<file path="config.mk">
export PLATFORM = sky130hd
export DESIGN_NAME = ow_bus_monitor
export DESIGN_NICKNAME = d
export VERILOG_FILES = /design/src/rtl/ow_bus_monitor.sv
export SDC_FILE = /design/constraint.sdc
export NUM_CORES = 1
export LEC_CHECK = 0
export BUFFER_PORTS_ARGS = -buffer_cell sky130_fd_sc_hd__buf_2
export CORE_ASPECT_RATIO = 0.8
export CORE_MARGIN = 2
export CORE_UTILIZATION = 40
export DETAILED_ROUTE_END_ITERATION = 6
export PLACE_DENSITY = 0.54
export SLEW_MARGIN = 20
export SYNTH_ARGS = -nofsm -noshare
export SYNTH_HDL_FRONTEND = slang
export SYNTH_SLANG_ARGS = --single-unit
</file>
<file path="constraint.sdc">
create_clock -name clk -period 4.3 [get_ports clk]
set_input_delay 0.86 -clock clk [delete_from_list [all_inputs] [get_ports clk]]
set_output_delay 0.86 -clock clk [all_outputs]
set_load 0.02 [all_outputs]
</file>
<file path="src/rtl/ow_bus_monitor.sv">
// ow_bus_monitor: passive 1-Wire decoder that turns low-pulse widths into reset, presence and bit slots.
// Optional macro OW_MON_SEARCH_EN decodes Search ROM (F0h) triplets into ROMID.
`timescale 1ns/1ps
module ow_bus_monitor #(
  parameter int CLKS_PER_US = 32,
  parameter int GLITCH_US   = 1
) (
  input  logic        clk,
  input  logic        rst_n,
  input  logic        ow_in,
  output logic        reset_det,
  output logic        presence_det,
  output logic        cmd_valid,
  output logic [7:0]  cmd_byte,
  output logic        data_valid,
  output logic [7:0]  data_byte,
  output logic        romid_valid,
  output logic [63:0] romid,
  output logic        err
);

  localparam int WMAX = 1023 * CLKS_PER_US;
  localparam int WW   = $clog2(WMAX + 1);
  localparam logic [WW-1:0] W_MAX    = WW'(WMAX);
  localparam logic [WW-1:0] W_GLITCH = WW'(GLITCH_US * CLKS_PER_US);
  localparam logic [WW-1:0] W_BIT0   = WW'(15 * CLKS_PER_US);
  localparam logic [WW-1:0] W_ERR    = WW'(120 * CLKS_PER_US);
  localparam logic [WW-1:0] W_RESET  = WW'(480 * CLKS_PER_US);
  localparam logic [WW-1:0] W_PMIN   = WW'(60 * CLKS_PER_US);
  localparam logic [WW-1:0] W_PMAX   = WW'(240 * CLKS_PER_US);
  localparam logic [WW-1:0] W_PWIN   = WW'(300 * CLKS_PER_US);

  typedef enum logic [2:0] {
    S_IDLE, S_PRES_WAIT, S_ROM_CMD, S_ROMID, S_DATA, S_SEARCH
  } state_t;

  state_t          state, state_next;
  logic [1:0]      sync;
  logic            line, line_q, fall, rise;
  logic [WW-1:0]   width, timer;
  logic [5:0]      bit_cnt;
  logic [1:0]      slot;
  logic            true_bit;
  logic [63:0]     shreg;
  logic [7:0]      rx_byte;
  logic            pulse_end, is_reset, is_err_w, is_bit, bit_val, pres_ok, pres_timeout;
  logic            cmd_fire, data_fire, romid_fire, err_set, pres_set, bit_adv;

  assign line = sync[1];
  assign fall = line_q & ~line;
  assign rise = ~line_q & line;

  // Synchroniser flops idle high so leaving reset never looks like a falling edge.
  always_ff @(posedge clk or negedge rst_n) begin
    if (!rst_n) begin
      sync   <= 2'b11;
      line_q <= 1'b1;
    end else begin
      sync   <= {sync[0], ow_in};
      line_q <= sync[1];
    end
  end

  always_ff @(posedge clk or negedge rst_n) begin
    if (!rst_n) begin
      width <= '0;
      timer <= '0;
    end else begin
      if (fall)
        width <= WW'(1);
      else if (!line && width != W_MAX)
        width <= width + WW'(1);
      if (is_reset)
        timer <= '0;
      else if (state == S_PRES_WAIT && timer != W_PWIN)
        timer <= timer + WW'(1);
    end
  end

  assign pulse_end    = rise && (width >= W_GLITCH);
  assign is_reset     = pulse_end && (width >= W_RESET);
  assign is_err_w     = pulse_end && (width >= W_ERR) && (width < W_RESET);
  assign is_bit       = pulse_end && (width < W_ERR);
  assign bit_val      = (width < W_BIT0);
  assign pres_ok      = (width >= W_PMIN) && (width <= W_PMAX);
  assign pres_timeout = (state == S_PRES_WAIT) && line && !rise && (timer >= W_PWIN);
  assign rx_byte      = {bit_val, shreg[63:57]};

  always_ff @(posedge clk or negedge rst_n) begin
    if (!rst_n) state <= S_IDLE;
    else        state <= state_next;
  end

  always_comb begin
    state_next = state;
    if (is_reset) begin
      state_next = S_PRES_WAIT;
    end else begin
      case (state)
        S_PRES_WAIT: begin
          if (pulse_end)         state_next = pres_ok ? S_ROM_CMD : S_IDLE;
          else if (pres_timeout) state_next = S_IDLE;
        end
        S_ROM_CMD: begin
          if (is_err_w) state_next = S_IDLE;
          else if (is_bit && bit_cnt == 6'd7) begin
            case (rx_byte)
              8'h55, 8'h33: state_next = S_ROMID;
`ifdef OW_MON_SEARCH_EN
              8'hF0:        state_next = S_SEARCH;
`else
              8'hF0:        state_next = S_IDLE;
`endif
              default:      state_next = S_DATA;
            endcase
          end
        end
        S_ROMID: begin
          if (is_err_w) state_next = S_IDLE;
          else if (is_bit && bit_cnt == 6'd63) state_next = S_DATA;
        end
        S_DATA: begin
          if (is_err_w) state_next = S_IDLE;
        end
        S_SEARCH: begin
          if (is_err_w) state_next = S_IDLE;
          else if (is_bit && slot == 2'd1 && true_bit && bit_val) state_next = S_IDLE;
          else if (is_bit && slot == 2'd2 && bit_cnt == 6'd63) state_next = S_DATA;
        end
        default: state_next = S_IDLE;
      endcase
    end
  end

  always_comb begin
    cmd_fire   = 1'b0;
    data_fire  = 1'b0;
    romid_fire = 1'b0;
    err_set    = 1'b0;
    pres_set   = 1'b0;
    bit_adv    = 1'b0;
    case (state)
      S_PRES_WAIT: begin
        if (pulse_end && !is_reset) begin
          pres_set = pres_ok;
          err_set  = !pres_ok;
        end else if (pres_timeout) begin
          err_set = 1'b1;
        end
      end
      S_ROM_CMD: if (is_bit) begin
        bit_adv = 1'b1;
        if (bit_cnt == 6'd7) begin
          cmd_fire = 1'b1;
          err_set  = !(rx_byte inside {8'h55, 8'h33, 8'hCC, 8'hF0});
        end
      end
      S_ROMID: if (is_bit) begin
        bit_adv    = 1'b1;
        romid_fire = (bit_cnt == 6'd63);
      end
      S_DATA: if (is_bit) begin
        bit_adv   = 1'b1;
        data_fire = (bit_cnt[2:0] == 3'd7);
      end
      S_SEARCH: if (is_bit) begin
        // Triplet: true bit, complement, then the master's chosen direction.
        if (slot == 2'd1 && true_bit && bit_val) err_set = 1'b1;
        if (slot == 2'd2) begin
          bit_adv    = 1'b1;
          romid_fire = (bit_cnt == 6'd63);
        end
      end
      default: ;
    endcase
    if (is_err_w && state != S_PRES_WAIT) err_set = 1'b1;
  end

  always_ff @(posedge clk or negedge rst_n) begin
    if (!rst_n) begin
      reset_det    <= 1'b0;
      presence_det <= 1'b0;
      cmd_valid    <= 1'b0;
      cmd_byte     <= '0;
      data_valid   <= 1'b0;
      data_byte    <= '0;
      romid_valid  <= 1'b0;
      romid        <= '0;
      err          <= 1'b0;
      shreg        <= '0;
      bit_cnt      <= '0;
      slot         <= '0;
      true_bit     <= 1'b0;
    end else begin
      reset_det   <= is_reset;
      cmd_valid   <= cmd_fire;
      data_valid  <= data_fire;
      romid_valid <= romid_fire;
      if (cmd_fire)   cmd_byte  <= rx_byte;
      if (data_fire)  data_byte <= rx_byte;
      if (romid_fire) romid     <= {bit_val, shreg[63:1]};
      if (err_set)    err       <= 1'b1;
      if (is_reset)      presence_det <= 1'b0;
      else if (pres_set) presence_det <= 1'b1;
      if (is_reset)     shreg <= '0;
      else if (bit_adv) shreg <= {bit_val, shreg[63:1]};
      if (is_reset || state_next != state) begin
        bit_cnt <= '0;
        slot    <= '0;
      end else begin
        if (bit_adv) bit_cnt <= bit_cnt + 6'd1;
        if (state == S_SEARCH && is_bit) slot <= (slot == 2'd2) ? 2'd0 : slot + 2'd1;
      end
      if (state == S_SEARCH && is_bit && slot == 2'd0) true_bit <= bit_val;
    end
  end

endmodule
</file>
==> impl_metrics.py, run 1 <==
metrics = {
    "power_and_ir_drop": {
        "clkPwrFrac_pct": 45.1,
        "seqPwrFrac_pct": 52.7,
        "p_leak_nw": 4.80,
        "powerDensity_nw_per_um2": 364,
        "combPwrFrac_pct": 2.2,
        "intPower_w": 0.00269,
        "p_sw_share_pct": 23.6,
        "ir_drop_mv": 0.254,
        "power_switching_w": 0.000831,
    },
    "clocking": {
        "cts-resized-gates": 0,
        "cts_setup_buffers": 0,
        "cts_root_buf": "clkbuf_16",
        "cts_buffers": 17,
        "cts_sinks": 194,
        "ctsHoldBuffers": 0,
        "cts_buffer_depth": 2,
        "cts_tree": "yes",
        "ctsHtreeMaxLevel": 4,
        "path_clk_slew_ns": 0.08,
        "clk_latency_ns": 0.43,
    },
    "yosys": {
        "synth_xor_area_share_pct": 2.82,
        "yosysSeqAreaShare_pct": 58.0,
        "synthCells": 762,
        "post_synth.cell_area_avg_um2": 11.0,
        "async_reset_ff_share_pct": 100,
        "yosys_warnings": 0,
        "ys_types": 59,
        "synth_compound_area_share_pct": 7.71,
        "synth_top_family_by_area": "simple AND/OR/NAND/NOR gates",
        "synth.net_count": 771,
        "ys_ff_latch": 194,
        "synthAdderAreaFrac_pct": 0.896,
        "synthSimpleGateAreaFrac_pct": 16.8,
        "yosysTopAreaCell": "dfrtp_1",
        "synth_top_area_share_pct": 57.1,
        "synth_ff_type": "dfrtp_1",
        "synthMuxAreaShare_pct": 11.0,
        "synth-edff-count": 0,
        "synthTopCellsByArea": "dfrtp_1 (57%), nand2_1 (6.7%), mux2_1 (6.6%)",
        "netlist_area_um2": 8380,
    },
    "critical_path": {
        "r2r_end": "shreg[41]",
        "crit_fanout": 46,
        "cp-end-kind": "flop",
        "cpPeakStageDelay_ns": 0.67,
        "crit_buf_inv": 1,
        "rr_startpoint": "width[10]",
        "reg2reg_slack_ns": 1.38,
        "crit_family": "simple AND/OR/NAND/NOR gates",
        "crit_slowest_cell": "or4_1",
        "crit_type": "reg2reg",
        "path_depth": 6,
        "crit_path_cell_trace": "or4_1 -> or3_1 -> o211ai_4 -> buf_4 -> nand2_1 -> a21oi_1",
        "required_ns": 4.64,
        "arrival_ns": 3.26,
        "worstSetupStartpointType": "flop",
        "reg2reg_depth": 6,
    },
    "cells_and_area": {
        "layout-drive-gt1-share_pct": 21.1,
        "design_area_um2": 9660,
        "multi_input_area_um2": 3300,
        "area_delta_synth_final_pct": 15.4,
        "final_common_cell": "dfrtp_1",
        "layout_common_cells": "dfrtp_1 (191), nand2_1 (149), buf_2 (87)",
        "final_cells": 1118,
        "antennaDiodeCount": 0,
        "fillers": 1921,
        "fin_util_pct": 46.8,
        "register_area_um2": 4860,
        "finalNetCount": 845,
    },
    "place": {
        "hpwlAfterDp_um": 11600,
        "dp.cells": 1086,
        "post_dp_cell_area_um2": 9070,
        "gp_congestion": 0.822,
        "port_buffers": 88,
    },
    "global_routing": {
        "grt_max_degree": 106,
        "grt_overflow": 0,
        "first_global_vias": 5826,
        "antenna_found_initial": 0,
        "grt_first_pass_wirelength_um": 29800,
        "grt.total_usage_pct": 16.4,
    },
    "timing": {
        "post-route-period-util_pct": 68.0,
        "setup_viol": 0,
        "whs_ns": 0.316,
        "setup_tns_ns": 0,
        "finClkSkew_ns": 0.0130,
        "rsz0062_at_grt": "false",
        "fin_crit_ns": 2.92,
        "drv_slew": 0,
        "hold_violations": 0,
        "fmax_mhz": 342,
        "tightest_slew_ns": 1.02,
        "max_slew_margin_pct": 31.1,
    },
    "floorplan": {
        "fp.dieArea_um2": 22100,
        "die_x_um": 166,
        "start_util_pct": 40.6,
        "die_y_um": 133,
        "boundaryPins": 89,
        "core.rowCount": 47,
        "core_um2": 20600,
    },
    "detailed_routing": {
        "dr_total_vias": 5860,
        "avgViaCountPerCell": 5.24,
        "drtIter0Drc": 464,
        "drtAntennaViolNets": 0,
        "dr.pass1.iters": 5,
        "wl_per_cell_um": 15.6,
        "drc": 0,
        "wirelength_um": 17400,
    },
    "min_path": {
        "hp-class": "in2async",
    },
    "run_status": {
        "run_status": "finished, final reports clean",
    },
    "flow_run": {
        "cap_violations": 0,
    },
}
final cells by class:
cell class	instances	area share, %
Sequential cell	194	50.3
Multi-Input combinational cell	512	34.1
Timing Repair Buffer	96	5.40
Clock buffer	17	4.40
Tap cell	269	3.48
Clock inverter	15	1.72
Inverter	15	0.583
cell families (layout without fill, tap and decap cells):
| group | after synthesis | count (layout) |
|---|---|---|
| xor+xnor | 27 | 27 |
| flops | 194 | 194 |
| buf+inv | 56 | 143 |
| fa+ha+maj | 6 | 6 |
| simple gates | 289 | 289 |
| mux | 82 | 82 |
| compound gates | 108 | 108 |
power by group through the flow:
stage          Sequential [W]  Combinational [W]  Clock (W)
2_1_floorplan         0.00189          0.0000313          0
3_3_place_gp          0.00189          0.0000763          0
3_5_place_dp          0.00189          0.0000812          0
4_1_cts               0.00185          0.0000813    0.00163
5_1_grt               0.00186          0.0000917    0.00171
6_report              0.00186          0.0000775    0.00159
layer usage:
layer,track usage (%),wire length [um]
met5,0,0
met2,25.7,8080
met3,3.92,685
met4,4.69,218
met1,22.9,8440
worst max path at each step:
stage               startpoint         to  slack (ns)
finish               width[10]  shreg[41]        1.38
global route           sync[1]   romid[9]        1.15
CTS                    sync[1]   romid[0]        1.40
detailed placement     sync[1]   romid[0]        1.41
global placement       sync[1]   romid[0]        1.48
floorplan              sync[1]  romid[15]        1.86
stage by stage:
step / setup slack, ns / total power (W)
detailed placement: 1.41 / 0.00197
global route: 1.15 / 0.00366
CTS: 1.40 / 0.00357
finish: 1.38 / 0.00352
global placement: 1.48 / 0.00197
floorplan: 1.86 / 0.00192
registers in the layout, summed over array words and instances, names as in the netlist, 2 cells and up:
signal	flops
bit_cnt	6
timer	15
sync	2
slot	2
state	3
data_byte	8
shreg	63
width	15
romid	64
cmd_byte	8
synth_stat cells, drive strengths merged, types with 4 or more instances:
master / count
nor3b: 4
nand2b: 6
xnor2: 15
and2: 4
nand3: 15
and4: 6
o211ai: 4
clkbuf: 24
mux2: 79
nor3: 12
a21oi: 73
nor2: 37
o21ai: 10
buf: 17
dfrtp: 191
or3: 6
inv: 15
nand4: 12
nand2: 149
xor2: 12
nor2b: 5
nor4: 12
nor4b: 6
ha: 6
or4: 4
worst register-to-register path, stage by stage, from the launching register on:
cell and delay [ns]:
dfrtp_1 0.47, or4_1 0.67, or3_1 0.48, o211ai_4 0.34
buf_4 0.55, nand2_1 0.12, a21oi_1 0.20
No activity file was read; power rests on OpenSTA's default activity.
==> run 2, diff against run 1 <==
- ABC_AREA: unset -> 1
- PLACE_DENSITY: 0.54 -> 0.56
- clock period: 4.3 -> 2.4 ns (I/O delays scaled with it)
==> run 2 against run 1 <==
  * Utilization rose by 0.96 points
  * Sequential cell count did not move
  * First-iteration DRC count rose by 30%
  * Clock skew rose by 0.0020 ns
  * Highest routed layer unchanged
  * Critical path depth rose by 5
  * Global-route usage rose by 1.3 points
==> impl_metrics.py, run 2 <==
metrics = {
    "yosys": {
        "synthCells": 974,
        "yosysTopAreaCell": "dfrtp_1",
        "ys_types": 40,
        "ys_ff_latch": 194,
        "post_synth.cell_area_avg_um2": 8.62,
        "netlist_area_um2": 8390,
        "synthTopCellsByArea": "dfrtp_1 (57%), nand2_1 (15%), o21ai_0 (6.6%)",
        "synth-edff-count": 0,
        "yosysSeqAreaShare_pct": 57.9,
        "synth_common_cells": "nand2_1 (336), dfrtp_1 (191), o21ai_0 (111)",
        "synth_top_area_share_pct": 57.0,
        "yosys_warnings": 0,
        "async_reset_ff_share_pct": 100,
        "synth.net_count": 983,
        "yosysMostFrequentCell": "nand2_1",
        "synth_ff_type": "dfrtp_1",
    },
    "cells_and_area": {
        "area_delta_synth_final_pct": 17.5,
        "finalNetCount": 1078,
        "layout-drive-gt1-share_pct": 16.3,
        "reg.largest.list": "romid: 64 flops, shreg: 63 flops",
        "layout_common_cells": "nand2_1 (336), dfrtp_1 (191), o21ai_0 (111)",
        "fillers": 2001,
        "final_common_cell": "nand2_1",
        "antennaDiodeCount": 0,
        "regMostFlops": "romid",
        "largest_reg_flops": 64,
        "final_cells": 1351,
    },
    "floorplan": {
        "die_x_um": 166,
        "boundaryPins": 89,
        "core.rowCount": 47,
        "fp.dieArea_um2": 22200,
        "start_util_pct": 40.7,
        "core_um2": 20600,
        "die_y_um": 134,
    },
    "min_path": {
        "hp-class": "in2async",
    },
    "detailed_routing": {
        "wl_per_cell_um": 14.1,
        "avgViaCountPerCell": 4.88,
        "drc": 0,
        "drtIter0Drc": 604,
        "dr_total_vias": 6593,
        "drtAntennaViolNets": 0,
        "dr.pass1.iters": 5,
        "wirelength_um": 19000,
    },
    "critical_path": {
        "required_ns": 2.77,
        "cp-end-kind": "flop",
        "rr_startpoint": "state[2]",
        "crit_start": "state[2]",
        "arrival_ns": 2.57,
        "worstSetupStartpointType": "flop",
        "crit_type": "reg2reg",
        "crit_fanout": 24,
    },
    "timing": {
        "drv_slew": 0,
        "post-route-period-util_pct": 92.1,
        "max_slew_margin_pct": 48.8,
        "setup_tns_ns": 0,
        "finClkSkew_ns": 0.0150,
        "setup_viol": 0,
        "hold_violations": 0,
        "fin_crit_ns": 2.21,
        "fmax_mhz": 453,
        "rsz0062_at_grt": "false",
        "tightest_slew_ns": 0.768,
    },
    "place": {
        "gp_congestion": 0.856,
        "port_buffers": 88,
        "hpwlAfterDp_um": 12900,
        "dp.cells": 1318,
    },
    "power_and_ir_drop": {
        "powerDensity_nw_per_um2": 640,
        "p_leak_nw": 5.08,
        "ir_drop_mv": 0.419,
    },
    "clocking": {
        "ctsHoldBuffers": 0,
        "cts_sinks": 194,
        "cts_buffers": 17,
        "cts_tree": "yes",
        "path_clk_slew_ns": 0.07,
        "cts_setup_buffers": 0,
        "clk_latency_ns": 0.43,
        "ctsHtreeMaxLevel": 4,
        "cts_buffer_depth": 2,
        "cts_root_buf": "clkbuf_16",
    },
    "global_routing": {
        "antenna_found_initial": 0,
        "grt_max_degree": 67,
        "first_global_vias": 6225,
        "grt_overflow": 0,
        "grt.total_usage_pct": 17.7,
        "grt_first_pass_wirelength_um": 32100,
    },
    "run_status": {
        "run_status": "finished, final reports clean",
    },
    "flow_run": {
        "cap_violations": 0,
    },
}
[run 2: cell count changes after synthesis, moves of 9 or more]
| cell | before | now |
|---|---|---|
| nand3_1 | 15 | 61 |
| mux2_1 | 49 | 0 |
| clkbuf_1 | 24 | 12 |
| nand2_1 | 149 | 336 |
| xor2_1 | 12 | 3 |
| xnor2_1 | 15 | 2 |
| nor3_1 | 9 | 19 |
| a21oi_1 | 72 | 17 |
| mux2_2 | 30 | 0 |
| nor4_1 | 12 | 1 |
| o21ai_0 | 10 | 111 |
| inv_1 | 14 | 68 |
| nor2_1 | 37 | 59 |
[run 2: per-layer routing]
layer,wire [um],vias to the layer above,part of all wire [%],track usage (%)
met3,935,8,4.9,4.46
met4,106,0,0.56,3.86
met1,9980,3091,52,27.4
li1,-,3357,-,-
met2,7990,137,42,24.9
met5,0,-,0,0
[run 2: critical path, stage by stage (launching register included)]
cell,delay (ns)
dfrtp_1,0.41
inv_1,0.10
nor2_2,0.16
inv_1,0.09
nor2_2,0.24
inv_1,0.16
o21ai_0,0.20
nor2_1,0.12
o21ai_4,0.22
buf_8,0.25
nand2_1,0.10
nand2_1,0.08
[run 2: final timing paths]
check / end / slack, ns / cells past startpoint
max: romid[5] / 0.19 / 11
min: true_bit / 0.08 / 1
max reg2reg: romid[5] / 0.19 / 11
min reg2reg: sync[1] / 0.36 / 0
max in group asynchronous: line_q / 1.67 / 2
min in group clk: sync[0] / 0.15 / 1
[run 2: cells by family after synthesis]
| group | synth area share (%) |
|---|---|
| compound gates | 9.17 |
| xor+xnor | 0.522 |
| fa+ha+maj | 0.895 |
| buf+inv | 5.49 |
| flops | 57.9 |
| mux | 0.239 |
| simple gates | 25.8 |
[run 2: cell type report]
class | instances | area [um^2] | area share [%]
Clock buffer | 18 | 439 | 4.45
Timing Repair Buffer | 112 | 694 | 7.04
Sequential cell | 194 | 4860 | 49.3
Inverter | 73 | 277 | 2.80
Clock inverter | 14 | 151 | 1.54
Tap cell | 269 | 337 | 3.41
Multi-Input combinational cell | 671 | 3110 | 31.5
[run 2: per-stage QoR]
step | instance area, um^2 | setup slack, ns | utilization [%] | total power [W] | hold WS, ns
2_1_floorplan | 8390 | 0.507 | - | 0.00342 | 0.184
3_3_place_gp | 9240 | 0.151 | 44.8 | 0.00353 | 0.347
3_5_place_dp | 9240 | 0.0267 | 44.8 | 0.00353 | 0.349
4_1_cts | 9830 | 0.0406 | 47.6 | 0.00639 | 0.0823
5_1_grt | 9860 | 0.00575 | 47.8 | 0.00655 | 0.103
6_report | 9860 | 0.190 | 47.8 | 0.00631 | 0.0793
[run 2: repair_timing]
item                                    in CTS  in global routing
gates cloned                                 0                  1
resized for setup                            1                  5
endpoints found under the setup margin       1                 55
[run 2: where the power goes]
| part | internal [W] | switching (W) | total, W |
|---|---|---|---|
| sequential | 0.00329 | 0.0000158 | 0.00330 |
| clock | 0.00150 | 0.00135 | 0.00285 |
| combinational | 0.0000419 | 0.000112 | 0.000154 |
==> run 3, diff against run 2 <==
- CTS_CLUSTER_SIZE: unset -> 20
- PLACE_DENSITY: 0.56 -> 0.71
==> run 3 against run 2 <==
  * Die area did not move
  * Utilization fell by 0.12 points
  * Non-clock buffer count fell by 3
  * First-iteration DRC count rose by 12%
  * Cell area fell by 0.25%
  * Largest power group unchanged
  * Routed wire length fell by 2.6%
==> impl_metrics.py, run 3 (synthesis results as in run 2) <==
metrics = {
    "cells_and_area": {
        "antennaDiodeCount": 0,
        "multi_input_area_um2": 3100,
        "fillers": 1941,
        "layout_common_cells": "nand2_1 (335), dfrtp_1 (191), o21ai_0 (111)",
        "largest_reg_flops": 64,
        "final_cells": 1346,
        "reg.largest.list": "romid: 64 flops, shreg: 63 flops",
        "fin_util_pct": 47.7,
        "register_area_um2": 4860,
        "finalNetCount": 1074,
        "regMostFlops": "romid",
        "final_common_cell": "nand2_1",
        "area_delta_synth_final_pct": 17.2,
        "layout-drive-gt1-share_pct": 15.8,
    },
    "global_routing": {
        "grt_overflow": 0,
        "grt.total_usage_pct": 17.2,
        "grt_max_degree": 74,
        "first_global_vias": 6414,
        "grt_first_pass_wirelength_um": 31500,
        "antenna_found_initial": 0,
    },
    "clocking": {
        "cts_root_buf": "clkbuf_16",
        "cts_buffer_depth": 2,
        "ctsHtreeMaxLevel": 4,
        "cts_buffers": 17,
        "cts_tree": "yes",
        "cts_sinks": 194,
        "clk_latency_ns": 0.43,
        "path_clk_slew_ns": 0.07,
    },
    "power_and_ir_drop": {
        "intPower_w": 0.00488,
        "clkPwrFrac_pct": 44.8,
        "combPwrFrac_pct": 2.4,
        "p_leak_nw": 5.06,
        "powerDensity_nw_per_um2": 636,
        "seqPwrFrac_pct": 52.8,
        "ir_drop_mv": 0.567,
        "power_w": 0.00625,
        "power_switching_w": 0.00137,
        "p_sw_share_pct": 22.0,
    },
    "timing": {
        "fin_crit_ns": 2.21,
        "setup_viol": 0,
        "fmax_mhz": 452,
        "drv_slew": 0,
        "hold_violations": 0,
        "fin_ws_ns": 0.187,
        "post-route-period-util_pct": 92.2,
        "finClkSkew_ns": 0.00786,
        "setup_tns_ns": 0,
        "max_slew_margin_pct": 63.7,
        "tightest_slew_ns": 0.541,
    },
    "critical_path": {
        "cp-end-kind": "flop",
        "crit_type": "reg2reg",
        "reg2reg_depth": 11,
        "r2r_end": "romid[19]",
        "reg2reg_slack_ns": 0.19,
        "arrival_ns": 2.59,
        "required_ns": 2.77,
        "crit_fanout": 34,
        "rr_startpoint": "state[2]",
        "worstSetupStartpointType": "flop",
    },
    "min_path": {
        "min_to": "sync[0]",
        "hp-class": "in2reg",
        "holdCritStartpoint": "ow_in",
        "worstHoldPathCells": 1,
    },
    "floorplan": {
        "start_util_pct": 40.7,
        "die_x_um": 166,
        "die_y_um": 134,
        "core.rowCount": 47,
        "boundaryPins": 89,
        "core_um2": 20600,
        "fp.dieArea_um2": 22200,
    },
    "detailed_routing": {
        "wirelength_um": 18500,
        "wl_per_cell_um": 13.8,
        "drc": 0,
        "avgViaCountPerCell": 4.99,
        "dr.pass1.iters": 6,
        "dr_total_vias": 6721,
        "drtIter0Drc": 677,
        "drtAntennaViolNets": 0,
    },
    "place": {
        "port_buffers": 88,
        "dp.cells": 1310,
        "place_ws_ns": 0.180,
        "gp_congestion": 0.899,
        "hpwlAfterDp_um": 12200,
    },
    "run_status": {
        "run_status": "finished, final reports clean",
    },
    "flow_run": {
        "cap_violations": 0,
    },
}
==> run 3: cell types whose count changed in the layout (fill, tap and decap cells not counted), moves of 2 or more <==
cell,before,now
clkbuf_8,2,5
inv_8,5,1
inv_6,0,2
clkinvlp_4,4,2
buf_4,17,13
buf_12,4,6
==> run 3: power groups by stage <==
stage               clock (W)  combinational, W  sequential, W
floorplan                   0         0.0000575        0.00336
global placement            0          0.000153        0.00337
detailed placement          0          0.000153        0.00337
CTS                   0.00286          0.000156        0.00330
global route          0.00300          0.000177        0.00330
finish                0.00280          0.000150        0.00330
==> run 3: how the worst max path moves through the flow <==
stage          startpoint        end  slack (ns)  depth (start not counted)
3_3_place_gp     width[0]  width[13]        0.28                         12
3_5_place_dp      sync[1]  timer[14]        0.18                         11
6_report         state[2]  romid[19]        0.19                         11
2_1_floorplan     sync[1]  shreg[33]        0.51                         11
5_1_grt         width[10]    slot[0]       -0.02                         15
4_1_cts           sync[1]  timer[14]        0.15                         11
==> run 3: per-layer routing <==
metal / global-route usage (%) / vias to the layer above / wire, um
met5: 0 / - / 0
met4: 4.35 / 0 / 153
met1: 24.7 / 3236 / 9150
li1: - / 3323 / -
met2: 26.5 / 147 / 8380
met3: 3.86 / 15 / 824
==> run 3: worst max-delay path, stage by stage, from the launching register on <==
cell and delay [ns]:
dfrtp_1 0.39, inv_1 0.11, nor2_2 0.17, inv_1 0.08, nor2_1 0.28, inv_1 0.19, o21ai_0 0.19, nor2_1 0.10
o21ai_4 0.08, buf_4 0.36, nand2_1 0.10, nand2_1 0.09
==> run 3: per-stage QoR <==
step / area [um^2] / hold WS [ns]
finish: 9840 / 0.145
global route: 9840 / 0.120
CTS: 9800 / 0.128
detailed placement: 9210 / 0.347
global placement: 9210 / 0.347
floorplan: 8390 / 0.184
==> run 3: cell type report <==
cell class | count | area share, %
Sequential cell | 194 | 49.4
Multi-Input combinational cell | 670 | 31.5
Clock inverter | 9 | 0.979
Timing Repair Buffer | 109 | 7.00
Tap cell | 269 | 3.42
Inverter | 73 | 2.81
Clock buffer | 22 | 4.92
==> run 3: timing repair <==
| action | in CTS | in global routing |
|---|---|---|
| setup endpoints to repair | 0 | 13 |
| hold buffers | 1 | 0 |
| endpoints found under the hold margin | 33 | 0 |
| gates resized for setup | 0 | 4 |
| buffers inserted | 0 | 4 |
